File: config.mk
export PLATFORM = sky130hd
export DESIGN_NAME = decode_stage
export DESIGN_NICKNAME = d
export VERILOG_FILES = /design/src/rtl/decode_stage.sv
export SDC_FILE = /design/constraint.sdc
export NUM_CORES = 1
export LEC_CHECK = 0
export CAP_MARGIN = 30
export CORE_MARGIN = 5
export CORE_UTILIZATION = 44
export DETAILED_ROUTE_END_ITERATION = 8
export GPL_ROUTABILITY_DRIVEN = 0
export PLACE_DENSITY_LB_ADDON = 0.08
export SYNTH_ARGS = -nofsm -noshare
export SYNTH_HDL_FRONTEND = slang
export SYNTH_SLANG_ARGS = --single-unit
export TNS_END_PERCENT = 50
File: constraint.sdc
create_clock -name clk_i -period 5.6 [get_ports clk_i]
set_clock_uncertainty 0.1 [all_clocks]
set_input_delay 1.12 -clock clk_i [delete_from_list [all_inputs] [get_ports clk_i]]
set_output_delay 1.12 -clock clk_i [all_outputs]
set_load 0.01 [all_outputs]
File: src/rtl/decode_stage.sv
// RV32I decode stage: field extraction, immediate generation, legality
// check and hazard flags, behind a valid/ready buffer with optional skid.
module decode_stage #(
  parameter int XLEN    = 32,
  parameter bit SKID_EN = 1'b1
) (
  input  logic            clk_i,
  input  logic            rst_i,
  input  logic            flush_i,
  input  logic            in_valid_i,
  output logic            in_ready_o,
  input  logic [31:0]     instr_i,
  input  logic [XLEN-1:0] pc_i,
  output logic            out_valid_o,
  input  logic            out_ready_i,
  output logic [XLEN-1:0] pc_o,
  output logic [6:0]      opcode_o,
  output logic [2:0]      funct3_o,
  output logic [6:0]      funct7_o,
  output logic [4:0]      rd_addr_o,
  output logic [4:0]      rs1_addr_o,
  output logic [4:0]      rs2_addr_o,
  output logic [XLEN-1:0] imm_o,
  output logic [2:0]      fmt_o,
  output logic            illegal_o,
  output logic            rs1_used_o,
  output logic            rs2_used_o,
  output logic            rd_we_o
);

  typedef struct packed {
    logic [XLEN-1:0] pc;
    logic [31:0]     ins;
    logic [XLEN-1:0] imm;
    logic [2:0]      fmt;
    logic            ill;
    logic            rs1u;
    logic            rs2u;
    logic            rdwe;
  } ent_t;

  typedef enum logic [1:0] {
    S_EMPTY,
    S_ONE,
    S_FULL
  } state_t;

  state_t      r_state;
  ent_t        r_main;
  ent_t        r_skid;
  ent_t        w_ent;
  logic [31:0] w_imm;
  logic [2:0]  w_fmt;
  logic        w_ill;
  logic        w_rs1u;
  logic        w_rs2u;
  logic        w_rdwe;
  logic        w_push;
  logic        w_pop;

  wire [6:0] w_opc = instr_i[6:0];
  wire [2:0] w_f3  = instr_i[14:12];
  wire [6:0] w_f7  = instr_i[31:25];

  wire [31:0] w_imm_i = {{20{instr_i[31]}}, instr_i[31:20]};
  wire [31:0] w_imm_s = {{20{instr_i[31]}}, instr_i[31:25],
                         instr_i[11:7]};
  wire [31:0] w_imm_b = {{20{instr_i[31]}}, instr_i[7],
                         instr_i[30:25], instr_i[11:8], 1'b0};
  wire [31:0] w_imm_j = {{12{instr_i[31]}}, instr_i[19:12],
                         instr_i[20], instr_i[30:21], 1'b0};
  wire [31:0] w_imm_u = {instr_i[31:12], 12'b0};

  always_comb begin
    w_imm  = '0;
    w_fmt  = 3'd7;
    w_ill  = 1'b0;
    w_rs1u = 1'b0;
    w_rs2u = 1'b0;
    w_rdwe = 1'b0;
    unique case (w_opc)
      7'b0110011: begin
        w_fmt  = 3'd0;
        w_rs1u = 1'b1;
        w_rs2u = 1'b1;
        w_rdwe = 1'b1;
        w_ill  = !(w_f7 == 7'b0000000 ||
                  (w_f7 == 7'b0100000 &&
                   (w_f3 == 3'b000 || w_f3 == 3'b101)));
      end
      7'b0010011: begin
        w_fmt  = 3'd1;
        w_imm  = w_imm_i;
        w_rs1u = 1'b1;
        w_rdwe = 1'b1;
        w_ill  = (w_f3 == 3'b001 && w_f7 != 7'b0000000) ||
                 (w_f3 == 3'b101 && w_f7 != 7'b0000000 &&
                  w_f7 != 7'b0100000);
      end
      7'b0000011: begin
        w_fmt  = 3'd1;
        w_imm  = w_imm_i;
        w_rs1u = 1'b1;
        w_rdwe = 1'b1;
        w_ill  = (w_f3 == 3'b011) || (w_f3 == 3'b110) ||
                 (w_f3 == 3'b111);
      end
      7'b0100011: begin
        w_fmt  = 3'd2;
        w_imm  = w_imm_s;
        w_rs1u = 1'b1;
        w_rs2u = 1'b1;
        w_ill  = (w_f3 >= 3'b011);
      end
      7'b1100011: begin
        w_fmt  = 3'd3;
        w_imm  = w_imm_b;
        w_rs1u = 1'b1;
        w_rs2u = 1'b1;
        w_ill  = (w_f3 == 3'b010) || (w_f3 == 3'b011);
      end
      7'b1100111: begin
        w_fmt  = 3'd1;
        w_imm  = w_imm_i;
        w_rs1u = 1'b1;
        w_rdwe = 1'b1;
        w_ill  = (w_f3 != 3'b000);
      end
      7'b1101111: begin
        w_fmt  = 3'd5;
        w_imm  = w_imm_j;
        w_rdwe = 1'b1;
      end
      7'b0110111, 7'b0010111: begin
        w_fmt  = 3'd4;
        w_imm  = w_imm_u;
        w_rdwe = 1'b1;
      end
      7'b0001111: begin
        w_fmt  = 3'd1;
        w_imm  = w_imm_i;
      end
      7'b1110011: begin
        w_fmt  = 3'd1;
        w_imm  = w_imm_i;
        w_rs1u = 1'b1;
      end
      default: w_ill = 1'b1;
    endcase
    // Illegal encodings carry no immediate and raise no hazards.
    if (w_ill) begin
      w_imm  = '0;
      w_fmt  = 3'd7;
      w_rs1u = 1'b0;
      w_rs2u = 1'b0;
      w_rdwe = 1'b0;
    end
    if (instr_i[11:7] == 5'd0) w_rdwe = 1'b0;
  end

  always_comb begin
    w_ent      = '0;
    w_ent.pc   = pc_i;
    w_ent.ins  = instr_i;
    w_ent.imm  = XLEN'($signed(w_imm));
    w_ent.fmt  = w_fmt;
    w_ent.ill  = w_ill;
    w_ent.rs1u = w_rs1u;
    w_ent.rs2u = w_rs2u;
    w_ent.rdwe = w_rdwe;
  end

  assign out_valid_o = (r_state != S_EMPTY);
  assign in_ready_o  = SKID_EN ? (r_state != S_FULL)
                               : (!out_valid_o || out_ready_i);
  assign w_push = in_valid_i & in_ready_o;
  assign w_pop  = out_valid_o & out_ready_i;

  always_ff @(posedge clk_i) begin
    if (rst_i) begin
      r_state <= S_EMPTY;
      r_main  <= '0;
      r_skid  <= '0;
    end else if (flush_i) begin
      r_state <= S_EMPTY;
    end else begin
      unique case (r_state)
        S_EMPTY: begin
          if (w_push) begin
            r_main  <= w_ent;
            r_state <= S_ONE;
          end
        end
        S_ONE: begin
          if (w_push && w_pop) begin
            r_main <= w_ent;
          end else if (w_push) begin
            r_skid  <= w_ent;
            r_state <= S_FULL;
          end else if (w_pop) begin
            r_state <= S_EMPTY;
          end
        end
        S_FULL: begin
          if (w_pop) begin
            r_main  <= r_skid;
            r_state <= S_ONE;
          end
        end
        default: r_state <= S_EMPTY;
      endcase
    end
  end

  assign pc_o       = r_main.pc;
  assign opcode_o   = r_main.ins[6:0];
  assign funct3_o   = r_main.ins[14:12];
  assign funct7_o   = r_main.ins[31:25];
  assign rd_addr_o  = r_main.ins[11:7];
  assign rs1_addr_o = r_main.ins[19:15];
  assign rs2_addr_o = r_main.ins[24:20];
  assign imm_o      = r_main.imm;
  assign fmt_o      = r_main.fmt;
  assign illegal_o  = r_main.ill;
  assign rs1_used_o = r_main.rs1u;
  assign rs2_used_o = r_main.rs2u;
  assign rd_we_o    = r_main.rdwe;

endmodule

==> results.sh, run 1 <==
export IMPL_arrival_ps=2680
export IMPL_rows=52
export IMPL_ir_drop_v=0.000236
export IMPL_die_w_um=153
export IMPL_r2r_start="r_state[1]$_SDFFE_PP0P_"
export IMPL_slowest_delay_ps=690
export IMPL_required_ps=4380
export IMPL_crit_path_start_kind="flop"
export IMPL_firstDrtPassIters=5
export IMPL_crit_buf_inv=4
export IMPL_yosys_most_used_dff="dfxtp_1"
export IMPL_drive_above_1_share_pct=6.47
export IMPL_syn_avg_cell_area_sq_um=8.06
export IMPL_drt_iter0_markers=714
export IMPL_timing_fmax_ghz=0.256
export IMPL_relSlewSlack_pct=36.2
export IMPL_synth_common_cells="293 x nand2_1, 208 x dfxtp_1, 129 x nor2_1, 84 x a21oi_1, 80 x clkbuf_1"
export IMPL_cp_cell_sequence="nor2b_4 -> buf_4 -> inv_2 -> buf_4 -> clkdlybuf4s50_1"
export IMPL_critPathTopFamily="buffers and inverters"
export IMPL_post_cts_buffers=0
export IMPL_cts_tree="done"
export IMPL_cp_startpoint="r_state[0]$_SDFFE_PP0P_"
export IMPL_worst_pin_slew_ps=958
export IMPL_drc=0
export IMPL_clock_latency_ps=510
export IMPL_cts_resized=0
export IMPL_cp_slowest_cell="clkdlybuf4s50_1"
export IMPL_yosys_warnings=0
export IMPL_place_detailed_hpwl_mm=16.1
export IMPL_hold_start="r_skid[82]$_SDFFE_PP0P_"
export IMPL_portBuffers=173
export IMPL_routed_wl_mm=26.1
export IMPL_synth_cell_types=68
export IMPL_reg2reg_to="imm_o[9]$_SDFFE_PP0P_"
export IMPL_p_per_area_nw_per_um2=322
export IMPL_maxCapViolCount=0
export IMPL_ys_async_sr_fraction_pct=0
export IMPL_grt_pass1_vias=7891
export IMPL_rr_worst_depth=6
export IMPL_criticalPathCategory="flop to primary output"
export IMPL_dieArea_sq_um=23300
export IMPL_cts_clk_slew_worst_paths_ps=60
export IMPL_period_minus_slack_ps=3900
export IMPL_wire_per_inst_um=17.3
export IMPL_coreArea_sq_um=20200
export IMPL_setup_viol=0
export IMPL_cp_endpoint="in_ready_o"
export IMPL_rsz0062_at_grt="false"
export IMPL_clockRootBuffer="clkbuf_16"
export IMPL_total_power_uw=3740
export IMPL_holdBufCountCts=0
export IMPL_pin_count=174
export IMPL_status="completed"
export IMPL_worstPathMaxFanout=74
export IMPL_antenna_found_initial=0
export IMPL_leakage_uw=0.00419
export IMPL_clk_path_buf_depth=3
export IMPL_grt_pass1_wl_mm=42.2
export IMPL_synth_top_area_share_pct=46.5
export IMPL_synth_area_top_cells="dfxtp_1 46%, nand2_1 12%, a311oi_1 6.4%"
export IMPL_hold_path_class="flop to flop"
export IMPL_cp_num_cells=5
export IMPL_synth_edff_count=0
export IMPL_synth_most_common_cell="nand2_1"
export IMPL_end_kind="primary output"
export IMPL_n_antenna_cell=0
export IMPL_setup_tns_ps=0
export IMPL_finalCritPeriodShare_pct=69.7
export IMPL_syn_inst=1111
export IMPL_overflow=0
export IMPL_syn_nets=1180
export IMPL_grt_max_degree=120
export IMPL_ant_nets=0
export IMPL_cts_made_buffers=24
export IMPL_grt_use_total_pct=21.3
export IMPL_fin_util_pct=57.5
export IMPL_slew_viol_final=0
export IMPL_cts_sinks=208
export IMPL_dieHeight_um=153
export IMPL_initial_core_util_pct=44.4
export IMPL_hold_violations=0
export IMPL_area_growth_synth_to_final_pct=29.4
export IMPL_ys_seq_area_share_pct=46.5
export IMPL_yosysTopAreaCell="dfxtp_1"
export IMPL_cts_htree_levels=1
export IMPL_ys_seq_elements=208
export IMPL_vias_per_cell=5.48
export IMPL_r2r_setup_slack_ps=3030
export IMPL_nNetsFinal=1287
export IMPL_cp_common_cell="buf_4"
export IMPL_num_vias=8246
export IMPL_netlist_area_sq_um=8960
-- placed cells by master, fill, tap and decap left out, drive strengths merged, types with 7 or more instances in the layout --
cell / synthesis / layout
nand2: 294 / 294
clkbuf: 80 / 40
o21ai: 9 / 9
nand3: 11 / 11
a32oi: 27 / 27
clkdlybuf4s50: 0 / 172
a311oi: 65 / 65
a21o: 9 / 9
nor3: 9 / 9
a22o: 37 / 37
a211oi: 35 / 35
a21oi: 85 / 85
nand4: 8 / 8
buf: 27 / 16
dfxtp: 208 / 208
nor2: 129 / 129
a31oi: 7 / 7
inv: 7 / 7
-- state kept, by name, summed over array words and instances, names as in the netlist --
signal	flops
fmt_o	3
rs2_addr_o	5
opcode_o	7
illegal_o	1
r_skid	103
funct7_o	7
rs1_used_o	1
rs2_used_o	1
rs1_addr_o	5
pc_o	32
rd_we_o	1
imm_o	32
rd_addr_o	5
r_state	2
funct3_o	3
-- cell type report --
cell class              instances  area [sq um]
well taps                     270           338
clock buffers                  40           792
multi-input cells             789          4300
inverters                       7          26.3
fillers                      1880          8580
clock inverters                 4          98.8
repair buffers                188          1870
flip-flops and latches        208          4160
-- worst min path at each step --
| stage | endpoint | slack (ps) | depth (start not counted) |
|---|---|---|---|
| after CTS | r_skid[55]$_SDFFE_PP0P_ | 350 | 2 |
| after global routing | r_skid[51]$_SDFFE_PP0P_ | 370 | 2 |
| after detailed placement | r_skid[55]$_SDFFE_PP0P_ | 350 | 2 |
| final | r_skid[82]$_SDFFE_PP0P_ | 350 | 2 |
| after global placement | r_skid[18]$_SDFFE_PP0P_ | 340 | 2 |
| after floorplan | r_skid[18]$_SDFFE_PP0P_ | 330 | 2 |
-- metrics by stage --
stage	cells	hold slack (ps)	instance area (sq um)	setup WS, ps
detailed placement	1462	347	10700	1360
global route	1506	369	11600	1530
global placement	1460	340	10700	1420
finish	1506	354	11600	1700
floorplan	1111	325	8960	2690
CTS	1506	355	11600	1630
-- per-layer routing --
| layer | global-route usage (%) | share of wire (%) | up-vias | wire length, um |
|---|---|---|---|---|
| met5 | 0 | 0 | - | 0 |
| met4 | 4.67 | 1.7 | 0 | 454 |
| met3 | 3.35 | 5.0 | 30 | 1300 |
| met2 | 35.2 | 47 | 213 | 12200 |
| met1 | 29.5 | 46 | 3873 | 12100 |
| li1 | - | - | 4130 | - |
-- worst register-to-register path, delay by kind of cell (launching register included) --
kind            cells  cell delay (ps)
compound gates      1               80
flops               1              410
simple gates        3              680
buf+inv             2             1140
-- cell families after synthesis --
group	Yosys count	synth area share, %
buffers and inverters	114	5.73
DFF	208	46.5
xor gates and xnor gates	2	0.196
and+or+nand+nor	492	23.2
AOI/OAI and AO/OA	295	24.4
-- power breakdown --
group,total (uW),switching (uW),internal (uW)
sequential,1580,34.2,1540
combinational,449,238,211
clock,1710,613,1100
(Power assumes the default switching activity.)
==> run 2: changes to the inputs <==
==> constraint.sdc (replaced) <==
create_clock -name clk_i -period 3.6 [get_ports clk_i]
set_clock_uncertainty 0.1 [all_clocks]
set_input_delay 0.72 -clock clk_i [delete_from_list [all_inputs] [get_ports clk_i]]
set_output_delay 0.72 -clock clk_i [all_outputs]
set_load 0.01 [all_outputs]
==> results.sh, run 2 (synthesized netlist as in run 1, its figures left out) <==
export IMPL_routed_wl_mm=26.4
export IMPL_p_per_area_nw_per_um2=477
export IMPL_cts_htree_levels=1
export IMPL_leakage_uw=0.00429
export IMPL_cts_sinks=208
export IMPL_cp_startpoint="instr_i[6]"
export IMPL_place_detailed_hpwl_mm=16.8
export IMPL_dieArea_sq_um=23300
export IMPL_cts_made_buffers=23
export IMPL_fillCellCount=1886
export IMPL_hold_start="rst_i"
export IMPL_cts_clk_slew_worst_paths_ps=60
export IMPL_hold_path_class="primary input to flop"
export IMPL_coreArea_sq_um=20200
export IMPL_pin_count=174
export IMPL_finalCritPeriodShare_pct=84.0
export IMPL_met2_wirelength_mm=12.0
export IMPL_num_vias=8490
export IMPL_top_layer="met4"
export IMPL_clk_path_buf_depth=3
export IMPL_rows=52
export IMPL_drt_iter0_markers=748
export IMPL_r2r_start="r_state[0]$_SDFFE_PP0P_"
export IMPL_rr_worst_depth=6
export IMPL_relSlewSlack_pct=33.0
export IMPL_slew_viol_final=0
export IMPL_antenna_found_initial=0
export IMPL_regMostFlops="r_skid"
export IMPL_fin_ws_ps=577
export IMPL_clockRootBuffer="clkbuf_16"
export IMPL_wl_met3_mm=1.50
export IMPL_end_kind="flop"
export IMPL_post_cts_buffers=0
export IMPL_crit_path_start_kind="primary input"
export IMPL_grt_pass1_vias=7818
export IMPL_fin_util_pct=58.2
export IMPL_n_antenna_cell=0
export IMPL_status="completed"
export IMPL_clock_latency_ps=500
export IMPL_ant_nets=0
export IMPL_regArea_sq_um=4160
export IMPL_cts_resized=0
export IMPL_wire_per_inst_um=17.3
export IMPL_multi_input_area_sq_um=4300
export IMPL_cp_slowest_cell="nor3b_4"
export IMPL_final_common_cell="nand2_1"
export IMPL_die_w_um=153
export IMPL_grt_max_degree=104
export IMPL_grt_use_total_pct=21.4
export IMPL_cts_tree="done"
export IMPL_place_ws_ps=93.9
export IMPL_setup_viol=0
export IMPL_ir_drop_v=0.000298
export IMPL_grt_pass1_wl_mm=42.5
export IMPL_r2r_setup_slack_ps=880
export IMPL_criticalPathCategory="primary input to flop"
export IMPL_slowest_delay_ps=830
export IMPL_nNetsFinal=1314
export IMPL_holdBufCountCts=0
export IMPL_required_ps=3950
export IMPL_rsz0062_at_grt="false"
export IMPL_period_minus_slack_ps=3020
export IMPL_overflow=0
export IMPL_drc=0
export IMPL_hold_violations=0
export IMPL_worstPathMaxFanout=24
export IMPL_drive_above_1_share_pct=8.56
export IMPL_cp_cell_sequence="clkdlybuf4s50_1 -> nor3b_1 -> o21ai_0 -> a21boi_0 -> and2b_1 -> nor3b_4 -> a22o_1"
export IMPL_layout_common_cells="293 x nand2_1, 208 x dfxtp_1, 172 x clkdlybuf4s50_1"
export IMPL_holdPathStages=2
export IMPL_dieHeight_um=153
export IMPL_firstDrtPassIters=5
export IMPL_largest_reg_flops=103
export IMPL_setup_tns_ps=0
export IMPL_vias_per_cell=5.54
export IMPL_portBuffers=173
export IMPL_wl_met1_mm=12.3
export IMPL_arrival_ps=3370
export IMPL_holdPathEnd="illegal_o$_SDFFE_PP0P_"
export IMPL_initial_core_util_pct=44.4
export IMPL_worst_pin_slew_ps=1010
export IMPL_timing_fmax_ghz=0.331
export IMPL_maxCapViolCount=0
export IMPL_area_growth_synth_to_final_pct=31.1
export IMPL_reg2reg_to="r_skid[36]$_SDFFE_PP0P_"
[run 2: cell types whose count changed in the layout (fill, tap and decap cells not counted), sizes merged]
cell	before	now
clkinv	1	5
clkbuf	40	32
inv	7	9
buf	16	44
bufinv	3	2
clkinvlp	0	1
[run 2: worst max path at each step]
stage | to | slack, ps | depth (start not counted)
2_1_floorplan | imm_o[31]$_SDFFE_PP0P_ | 1090 | 9
3_3_place_gp | r_skid[28]$_SDFFE_PP0P_ | 140 | 7
3_5_place_dp | r_skid[25]$_SDFFE_PP0P_ | 90 | 7
4_1_cts | r_skid[28]$_SDFFE_PP0P_ | 630 | 7
5_1_grt | r_skid[8]$_SDFFE_PP0P_ | 310 | 7
6_report | r_skid[36]$_SDFFE_PP0P_ | 580 | 7
[run 2: where the power goes]
part           internal (uW)  switching (uW)
clock network           1460             955
registers               2400            52.1
logic                    354             379
total                   4220            1390
[run 2: metal layers]
layer / vias up / GRT usage (%)
met3: 46 / 4.06
li1: 4176 / -
met2: 252 / 32.9
met4: 0 / 6.11
met5: - / 0
met1: 4016 / 30.9
[run 2: area by class of cell]
| class | instances | share of cell area (%) |
|---|---|---|
| clock buffer | 32 | 5.79 |
| clock inverter | 10 | 0.938 |
| inverter | 7 | 0.224 |
| multi-input combinational | 789 | 36.7 |
| sequential | 208 | 35.5 |
| tap | 270 | 2.88 |
| timing repair buffer | 216 | 18.0 |
[run 2: worst max-delay path: cells and delay by family]
family	cells	cell delay, ps
AND/OR/NAND/NOR	3	1460
AO/OA/AOI/OAI	3	620
buffers and inverters	1	570
[run 2: metrics by stage]
stage | std cells | power (uW) | cell area [sq um] | hold slack, ps
after floorplan | 1111 | 2850 | 8960 | 325
after global routing | 1532 | 5820 | 11700 | 349
final | 1532 | 5600 | 11700 | 346
after detailed placement | 1490 | 3240 | 10900 | 345
after global placement | 1490 | 3230 | 10900 | 340
after CTS | 1532 | 5660 | 11700 | 334
